$ cat src/rtl/mem_arbiter_pkg.sv
// Shared definitions for the two-port memory arbiter.
// Holds the FSM state encoding, the grant encoding (which requester owns the
// shared port) and the default address/data widths used by the arbiter.
package mem_arbiter_pkg;

  localparam int ADDR_W_DEF = 12;
  localparam int DATA_W_DEF = 32;

  typedef enum logic [1:0] {
    ST_IDLE    = 2'd0,
    ST_IF_BUSY = 2'd1,
    ST_D_BUSY  = 2'd2,
    ST_RESP    = 2'd3
  } arb_state_e;

  typedef enum logic {
    GNT_FETCH = 1'b0,
    GNT_DATA  = 1'b1
  } arb_gnt_e;

endpackage

$ cat src/rtl/arb_watchdog.sv
// Watchdog for one outstanding memory transaction.
// Ports:
//   clk, reset   clock and asynchronous active-high reset
//   clr          clear the count (asserted on grant)
//   en           count one BUSY cycle that saw no m_ack
//   expired      count has reached TIMEOUT-1
module arb_watchdog #(
  parameter int TIMEOUT = 16
) (
  input  logic clk,
  input  logic reset,
  input  logic clr,
  input  logic en,
  output logic expired
);

  logic [7:0] cnt_q;
  logic [7:0] cnt_d;

  always_comb begin
    cnt_d = cnt_q;
    if (clr) begin
      cnt_d = '0;
    end else if (en) begin
      cnt_d = cnt_q + 8'd1;
    end
  end

  always_ff @(posedge clk or posedge reset) begin
    if (reset) begin
      cnt_q <= '0;
    end else begin
      cnt_q <= cnt_d;
    end
  end

  // The arbiter leaves BUSY as soon as this fires, so the count never wraps.
  assign expired = (cnt_q == 8'(TIMEOUT - 1));

endmodule

$ cat src/rtl/mem_arbiter.sv
// Arbiter sharing one memory port between an instruction-fetch requester
// and a data (load/store) requester, one transaction outstanding at a time.
// Ports:
//   clk, reset                     clock, asynchronous active-high reset
//   if_req/if_addr                 fetch request and word address
//   if_rvalid/if_rdata             fetch completion pulse and instruction
//   d_req/d_we/d_addr/d_wdata      data request, store flag, address, data
//   d_rvalid/d_rdata               data completion pulse and load data
//   m_req/m_we/m_addr/m_wdata      shared memory port request side
//   m_ack/m_rdata                  shared memory port completion
//   err                            pulses with rvalid of an aborted access
//   busy                           arbiter not IDLE (core stall)
//   dbg_state                      current FSM state, for observation
//
// Handshake: a requester raises req (level) with stable address/data and
// holds it until its rvalid pulse; rvalid is a single-cycle completion that
// carries rdata. On the memory side m_req stays high with stable
// m_addr/m_we/m_wdata until a single-cycle m_ack carrying m_rdata.
module mem_arbiter
  import mem_arbiter_pkg::*;
#(
  parameter int ADDR_W  = ADDR_W_DEF,
  parameter int DATA_W  = DATA_W_DEF,
  parameter int TIMEOUT = 16
) (
  input  logic              clk,
  input  logic              reset,
  input  logic              if_req,
  input  logic [ADDR_W-1:0] if_addr,
  output logic              if_rvalid,
  output logic [DATA_W-1:0] if_rdata,
  input  logic              d_req,
  input  logic              d_we,
  input  logic [ADDR_W-1:0] d_addr,
  input  logic [DATA_W-1:0] d_wdata,
  output logic              d_rvalid,
  output logic [DATA_W-1:0] d_rdata,
  output logic              m_req,
  output logic              m_we,
  output logic [ADDR_W-1:0] m_addr,
  output logic [DATA_W-1:0] m_wdata,
  input  logic              m_ack,
  input  logic [DATA_W-1:0] m_rdata,
  output logic              err,
  output logic              busy,
  output arb_state_e        dbg_state
);

  arb_state_e        state_q, state_d;
  arb_gnt_e          last_gnt_q, last_gnt_d;
  arb_gnt_e          gnt_q, gnt_d;
  logic [ADDR_W-1:0] addr_q, addr_d;
  logic              we_q, we_d;
  logic [DATA_W-1:0] wdata_q, wdata_d;
  logic [DATA_W-1:0] if_rdata_q, if_rdata_d;
  logic [DATA_W-1:0] d_rdata_q, d_rdata_d;
  logic              err_q, err_d;
  logic              in_busy;
  logic              wd_clr;
  logic              wd_expired;

  assign in_busy = (state_q == ST_IF_BUSY) || (state_q == ST_D_BUSY);

  arb_watchdog #(.TIMEOUT(TIMEOUT)) u_watchdog (
    .clk     (clk),
    .reset   (reset),
    .clr     (wd_clr),
    .en      (in_busy && !m_ack),
    .expired (wd_expired)
  );

  always_comb begin
    state_d    = state_q;
    last_gnt_d = last_gnt_q;
    gnt_d      = gnt_q;
    addr_d     = addr_q;
    we_d       = we_q;
    wdata_d    = wdata_q;
    if_rdata_d = if_rdata_q;
    d_rdata_d  = d_rdata_q;
    err_d      = err_q;
    wd_clr     = 1'b0;
    unique case (state_q)
      ST_IDLE: begin
        if (if_req || d_req) begin
          wd_clr = 1'b1;
          err_d  = 1'b0;
          // On a tie the requester that did not win last time goes first.
          if (d_req && (!if_req || last_gnt_q == GNT_FETCH)) begin
            gnt_d   = GNT_DATA;
            addr_d  = d_addr;
            we_d    = d_we;
            wdata_d = d_wdata;
            state_d = ST_D_BUSY;
          end else begin
            gnt_d   = GNT_FETCH;
            addr_d  = if_addr;
            we_d    = 1'b0;
            wdata_d = '0;
            state_d = ST_IF_BUSY;
          end
        end
      end
      ST_IF_BUSY, ST_D_BUSY: begin
        // m_ack takes priority over an expiring watchdog in the same cycle.
        if (m_ack) begin
          state_d    = ST_RESP;
          last_gnt_d = gnt_q;
          err_d      = 1'b0;
          if (gnt_q == GNT_DATA) d_rdata_d = m_rdata;
          else                   if_rdata_d = m_rdata;
        end else if (wd_expired) begin
          // Abort counts as the requester's turn so the other side gets next tie.
          state_d    = ST_RESP;
          last_gnt_d = gnt_q;
          err_d      = 1'b1;
          if (gnt_q == GNT_DATA) d_rdata_d = '0;
          else                   if_rdata_d = '0;
        end
      end
      ST_RESP: begin
        state_d = ST_IDLE;
      end
      default: begin
        state_d = ST_IDLE;
      end
    endcase
  end

  always_ff @(posedge clk or posedge reset) begin
    if (reset) begin
      state_q    <= ST_IDLE;
      last_gnt_q <= GNT_FETCH;
      gnt_q      <= GNT_FETCH;
      addr_q     <= '0;
      we_q       <= 1'b0;
      wdata_q    <= '0;
      if_rdata_q <= '0;
      d_rdata_q  <= '0;
      err_q      <= 1'b0;
    end else begin
      state_q    <= state_d;
      last_gnt_q <= last_gnt_d;
      gnt_q      <= gnt_d;
      addr_q     <= addr_d;
      we_q       <= we_d;
      wdata_q    <= wdata_d;
      if_rdata_q <= if_rdata_d;
      d_rdata_q  <= d_rdata_d;
      err_q      <= err_d;
    end
  end

  assign m_req     = in_busy;
  assign m_we      = we_q;
  assign m_addr    = addr_q;
  assign m_wdata   = wdata_q;
  assign if_rvalid = (state_q == ST_RESP) && (gnt_q == GNT_FETCH);
  assign d_rvalid  = (state_q == ST_RESP) && (gnt_q == GNT_DATA);
  assign err       = (state_q == ST_RESP) && err_q;
  assign if_rdata  = if_rdata_q;
  assign d_rdata   = d_rdata_q;
  assign busy      = (state_q != ST_IDLE);
  assign dbg_state = state_q;

endmodule
$ cat config.mk
export PLATFORM = sky130hd
export DESIGN_NAME = mem_arbiter
export DESIGN_NICKNAME = d
export VERILOG_FILES = /design/src/rtl/mem_arbiter_pkg.sv /design/src/rtl/arb_watchdog.sv /design/src/rtl/mem_arbiter.sv
export SDC_FILE = /design/constraint.sdc
export NUM_CORES = 1
export LEC_CHECK = 0
export CORE_ASPECT_RATIO = 1.2
export CORE_MARGIN = 3
export CORE_UTILIZATION = 30
export DETAILED_ROUTE_END_ITERATION = 8
export HOLD_SLACK_MARGIN = 0.05
export PLACE_DENSITY = 0.64
export REMOVE_ABC_BUFFERS = 1
export SLEW_MARGIN = 30
export SYNTH_ARGS = -nofsm -noshare
export SYNTH_HDL_FRONTEND = slang
export SYNTH_SLANG_ARGS = --single-unit
$ cat constraint.sdc
create_clock -name clk -period 5.43 [get_ports clk]
set_input_delay 1.3575 -clock clk [delete_from_list [all_inputs] [get_ports clk]]
set_output_delay 1.3575 -clock clk [all_outputs]
set_load 0.02 [all_outputs]
# Yosys cells after proc, flatten, opt, wreduce, memory -nomap -nowiden
# Index checks and enable logic that the tools add are counted.
dict set report totals {
  ff_bits 122
  in_bits 94
  output_inout_bits 116
  elab_cells 68
}
dict set report op_classes {
  addsub 1
  n_eq_ne 6
  muxes 27
  bitwise_logic 2
  n_reduce_logical 22
}
# cell count
set ops {}
lappend ops {{$mux W32} 9}
lappend ops {{$mux W8} 2}
lappend ops {{$mux W12} 1}
lappend ops {{$mux W1} 9}
lappend ops {{$reduce_and A3 Y1} 3}
lappend ops {{$add A8 B1 Y8 const B} 1}
lappend ops {{$eq A8 B4 Y1 const B} 1}
lappend ops {{$mux W2} 4}
lappend ops {{$reduce_bool A2 Y1} 4}
lappend ops {{$pmux W2 S3} 1}
lappend ops {{$reduce_and A2 Y1} 3}
lappend ops {{$logic_and A1 B1 Y1} 5}
lappend ops {{$eq A2 B2 Y1 const B} 2}
lappend ops {{$logic_or A1 B1 Y1} 3}
lappend ops {{$ne A3 B2 Y1 const B} 1}
lappend ops {{$eq A2 B1 Y1 const B} 1}
lappend ops {{$logic_not A1 Y1} 2}
lappend ops {{$logic_not A2 Y1} 1}
lappend ops {{$ne A2 B2 Y1 const B} 1}
lappend ops {{$not A1 Y1} 2}
lappend ops {{$pmux W1 S2} 1}
lappend ops {{$reduce_or A2 Y1} 1}

# Longest topological paths before layout
dict set report logic_depth {
  ltp_word 6
  depth_mapped 7
  mapped_depth_nobuf 6
}

# Cells and area by module
# Synthesis repeated with hierarchy kept, for this count alone.
dict set report hier_totals {
  cells_unflattened 463
  area_unflattened_um2 4947.2
}
# mod instances cells_per_inst area_per_inst_um2 seq_area_each_um2
set by_module_without_submodules {}
lappend by_module_without_submodules {mem_arbiter 1 423 4539.4 2852.7}
lappend by_module_without_submodules {arb_watchdog 1 40 407.9 200.2}

# Least setup slack after synthesis
# Ideal clock, no wire load.
dict set report synth_path {
  path_kind {input port to flip-flop}
  start {in if_req}
  end {reg addr_q[5] (netlist: m_addr[5])}
  setup_time_ns 0.136
  t_arrival_ns 2.315
  t_required_ns 5.294
  slack_ns 2.980
  path_stages 4
  path_buffers 2
  path_cell_list {o21ai_0 clkbuf_1 clkbuf_1 o21ai_0}
}
dict set report synth_via {
  elab_chain_len 4
  word_cells_on_any_way 6
  classes_between {1 x mux; 5 x reduce/logical}
}
# element line_no
set synth_rtl {}
lappend synth_rtl {{from (decl)} mem_arbiter.sv:28} ;# input logic if_req,
lappend synth_rtl {{$logic_not A1 Y1} mem_arbiter.sv:89} ;# if (d_req && (!if_req || last_gnt_q == GNT_FETCH)) begin
lappend synth_rtl {{$logic_or A1 B1 Y1} mem_arbiter.sv:89}
lappend synth_rtl {{$logic_and A1 B1 Y1} mem_arbiter.sv:89}
lappend synth_rtl {{$mux W12} mem_arbiter.sv:89}
lappend synth_rtl {{to (signal assigned)} mem_arbiter.sv:145} ;# addr_q <= addr_d;
lappend synth_rtl {{to (decl)} mem_arbiter.sv:52} ;# logic [ADDR_W-1:0] addr_q, addr_d;
# Parallel ways exist; a longest one is shown, timed or not.
# A chain may end at the register's enable or synchronous reset.

# Worst setup path in the final report
dict set report layout_path {
  start {reg state_q[0] (netlist: dbg_state[0])}
  end {out m_req}
}
dict set report layout_via {
  elab_chain_len 2
  word_cells_on_any_way 3
  classes_between {2 x eq/ne; 1 x reduce/logical}
}
# element line_no
set layout_rtl {}
lappend layout_rtl {{from (decl)} mem_arbiter.sv:49} ;# arb_state_e state_q, state_d;
lappend layout_rtl {{from (signal assigned)} mem_arbiter.sv:142} ;# state_q <= state_d;
lappend layout_rtl {{$eq A2 B1 Y1 / $eq A2 B2 Y1 (equally long branches)} mem_arbiter.sv:62} ;# assign in_busy = (state_q == ST_IF_BUSY) || (state_q == ST_D_BUSY);
lappend layout_rtl {{$logic_or A1 B1 Y1 *} mem_arbiter.sv:62}
lappend layout_rtl {{to (decl)} mem_arbiter.sv:38} ;# output logic m_req,
# Every way passes the cells marked *; elsewhere a longest branch is shown, timed or not.

==> summary.md <==
| Metric | Value |
|---|---|
| Register bit total from synthesis | `122` |
| Static Leak | `3.22 nW` |
| Synth Flop Type | `dfrtp_1` |
| CTS Root Cell | `clkbuf_16` |
| RePlAce Congestion | `0.732` |
| Power Dens Cells | `652 mW/mm^2` |
| CP peak stage delay | `680 ps` |
| Setup CP Type | `reg2out` |
| Die Y | `146 microns` |
| Fraction of layout cells with a size suffix above 1 | `6.99%` |
| Setup TNS | `0 ps` |
| Relative slew margins | `53.3%` |
| Worst-path fanout max | `9` |
| YS warnings | `0` |
| Design Power | `5.01 mW` |
| Final worst slack | `2040 ps` |
| Pre-CTS WS | `1750 ps` |
| Number of buffers created by CTS | `17` |
| Post-synthesis cell area | `0.00490 sq mm` |
| Arr. time, crit path | `2030 ps` |
| VDD IR-drop max | `0.251 mV` |
| Fmax | `0.295 GHz` |
| Seq/Total Area, Yosys | `62.3%` |
| Chip width | `123 microns` |
| Status | `completed` |
| Worst-path cell chain | `inv_1, ha_1, clkdlybuf4s50_1` |
| Number of vias per cell | `4.92` |
| Max-Cap Viols | `0` |
| Final period utilization | `62.4%` |
| Synth Instances | `387` |
| RSZ-0062 raised after global routing | `no` |
| Async S/R FF share, synth | `100%` |
| Crit path max-delay cell type | `clkdlybuf4s50_1` |
| Worst Setup Start Kind | `register` |
| Slew at the pin with the worst max-slew slack | `700 ps` |
| Tot GR Track Use | `14.9%` |
| Post-Route WL | `13200 microns` |
| Clk_skew | `4.18 ps` |
| IO buf count | `209` |
| Starting density of the core | `31.0%` |
| Fin crit period | `3390 ps` |
| Most common cell after layout, fill and taps aside | `clkdlybuf4s50_1` |
| Initial antenna violation count | `0` |
| Number of flops mapped to enable cells by yosys | `0` |
| Post-CTS Hold Fix Bufs | `0` |
| DIE AREA | `0.0179 sq mm` |
| P&R area growth vs syn | `56.8%` |
| Core Area | `0.0158 sq mm` |
| GRT overflow | `0` |
| Most frequent cells in the layout | `clkdlybuf4s50_1, dfrtp_1, nand2_1` |
| HP Class | `reg2reg` |
| Sink Count | `122` |
| Cell Rows | `50` |
| CP Data Required Time | `4070 ps` |
| Hold path startpoint | `m_addr[8]` |
| Filler cell count | `1440` |
| Global-route wire length before repair | `21200 microns` |
| Max Root-Sink Buffers | `2` |
| Setup Viol. Count Final | `0` |
| Violation count after the first detailed-routing iteration | `180` |
| Vias | `3980` |
| CTS tree | `built` |
| HPWL after DPL | `9460 microns` |
| CTS clk-pin slew, worst paths | `50 ps` |
| Crit Reg-Reg Startpoint | `dbg_state[0]` |
| CP Capture Type | `primary output` |
| Hold Slack | `478 ps` |
| Netlist cell types | `31` |
| Number of antenna diodes | `0` |
| Max H-tree Level | `4` |
| I/O Pins | `210` |
| Mapped Avg Cell Area | `12.7 sq um` |
| # nets final | `686` |
| Pins Over Slew Limit | `0` |
| Critical Path Start | `dbg_state[0]` |
| WL per Instance | `16.3 microns` |
| Post-cts sizing count | `0` |
| Largest net degree at the start of global routing | `68` |
| Worst-Skew Late Latency | `400 ps` |
| Vias in the first global route | `4100` |
| Final ANT Viol Nets | `0` |
| Number of remaining DRC errors | `0` |
| Final Hold Violating Endpoints | `0` |
| Postcts setup bufs | `0` |
| Drt pass-1 iters | `5` |
-- registers in the layout (all words and copies together) (netlist names) --
signal            cells
d_rdata              32
dbg_state             2
err_q                 1
gnt_q                 1
if_rdata             32
last_gnt_q            1
m_addr               12
m_wdata              32
m_we                  1
u_watchdog.cnt_q      8
-- power breakdown --
group	internal (mW)	switching [mW]	leakage, nW
clock network	0.649	0.374	0.264
registers	1.33	0.243	1.55
logic	1.16	1.26	1.42
-- stage by stage --
| step | area, sq um | cells | utilization [%] |
|---|---|---|---|
| floorplan | 4720 | 354 | - |
| global placement | 7140 | 777 | 45.1 |
| detailed placement | 7140 | 777 | 45.1 |
| CTS | 7680 | 809 | 48.5 |
| global route | 7690 | 809 | 48.6 |
| finish | 7690 | 809 | 48.6 |
-- logic make-up after synthesis --
logic type	Yosys count	share of synthesized area, %
AOI/OAI and AO/OA	125	21.5
DFF	122	62.3
and+or+nand+nor	77	7.15
buffers and inverters	39	4.08
muxes	16	3.27
xor gates and xnor gates	4	0.715
adders and majority gates	4	1.02
-- layer usage --
layer | vias up | routed length [microns] | track usage (%)
met4 | 0 | 195 | 5.32
met2 | 168 | 6400 | 24.0
met5 | - | 0 | 0
met3 | 16 | 1180 | 5.89
li1 | 1850 | - | -
met1 | 1946 | 5430 | 18.1
-- cell usage after synthesis (all sizes together) (2+ instances only) --
cell | number | area share [%]
or3 | 3 | 0.38
nand2b | 2 | 0.31
a22o | 33 | 5.9
a21oi | 5 | 0.51
nor3 | 3 | 0.31
ha | 4 | 1.0
dfrtp | 122 | 62
clkbuf | 16 | 1.2
nand2 | 48 | 3.8
nand4b | 2 | 0.36
nor2 | 10 | 0.77
o2bb2ai | 32 | 5.7
o21ai | 20 | 2.0
mux2i | 16 | 3.3
and2 | 4 | 0.51
nand3 | 2 | 0.20
xnor2 | 3 | 0.54
inv | 6 | 0.46
a32o | 32 | 6.5
buf | 17 | 2.4
-- cell type report --
| cell class | count | area [sq um] | share of cell area, % |
|---|---|---|---|
| repair buffers | 215 | 2140 | 27.8 |
| flip-flops and latches | 122 | 3050 | 39.7 |
| clock buffers | 24 | 472 | 6.14 |
| multi-input cells | 226 | 1670 | 21.7 |
| clock inverters | 8 | 70.1 | 0.912 |
| well taps | 208 | 260 | 3.39 |
| inverters | 6 | 25.0 | 0.326 |
-- worst paths after layout --
path / to / slack, ps / cells after the start
min in group asynchronous: m_addr[6] / 1340 / 2
hold / removal: m_addr[8] / 480 / 2
max in group asynchronous: d_rdata[3] / 3160 / 3
setup / recovery: m_req / 2040 / 3
setup reg to reg: if_rdata[5] / 2610 / 7
hold reg to reg: m_addr[8] / 480 / 2
-- worst max-delay path, delay by kind of cell, from the launching register on --
family / cells / cell delay, ps
buffers and inverters: 2 / 770
adders and majority gates: 1 / 490
DFF: 1 / 380
(Power assumes the default switching activity.)
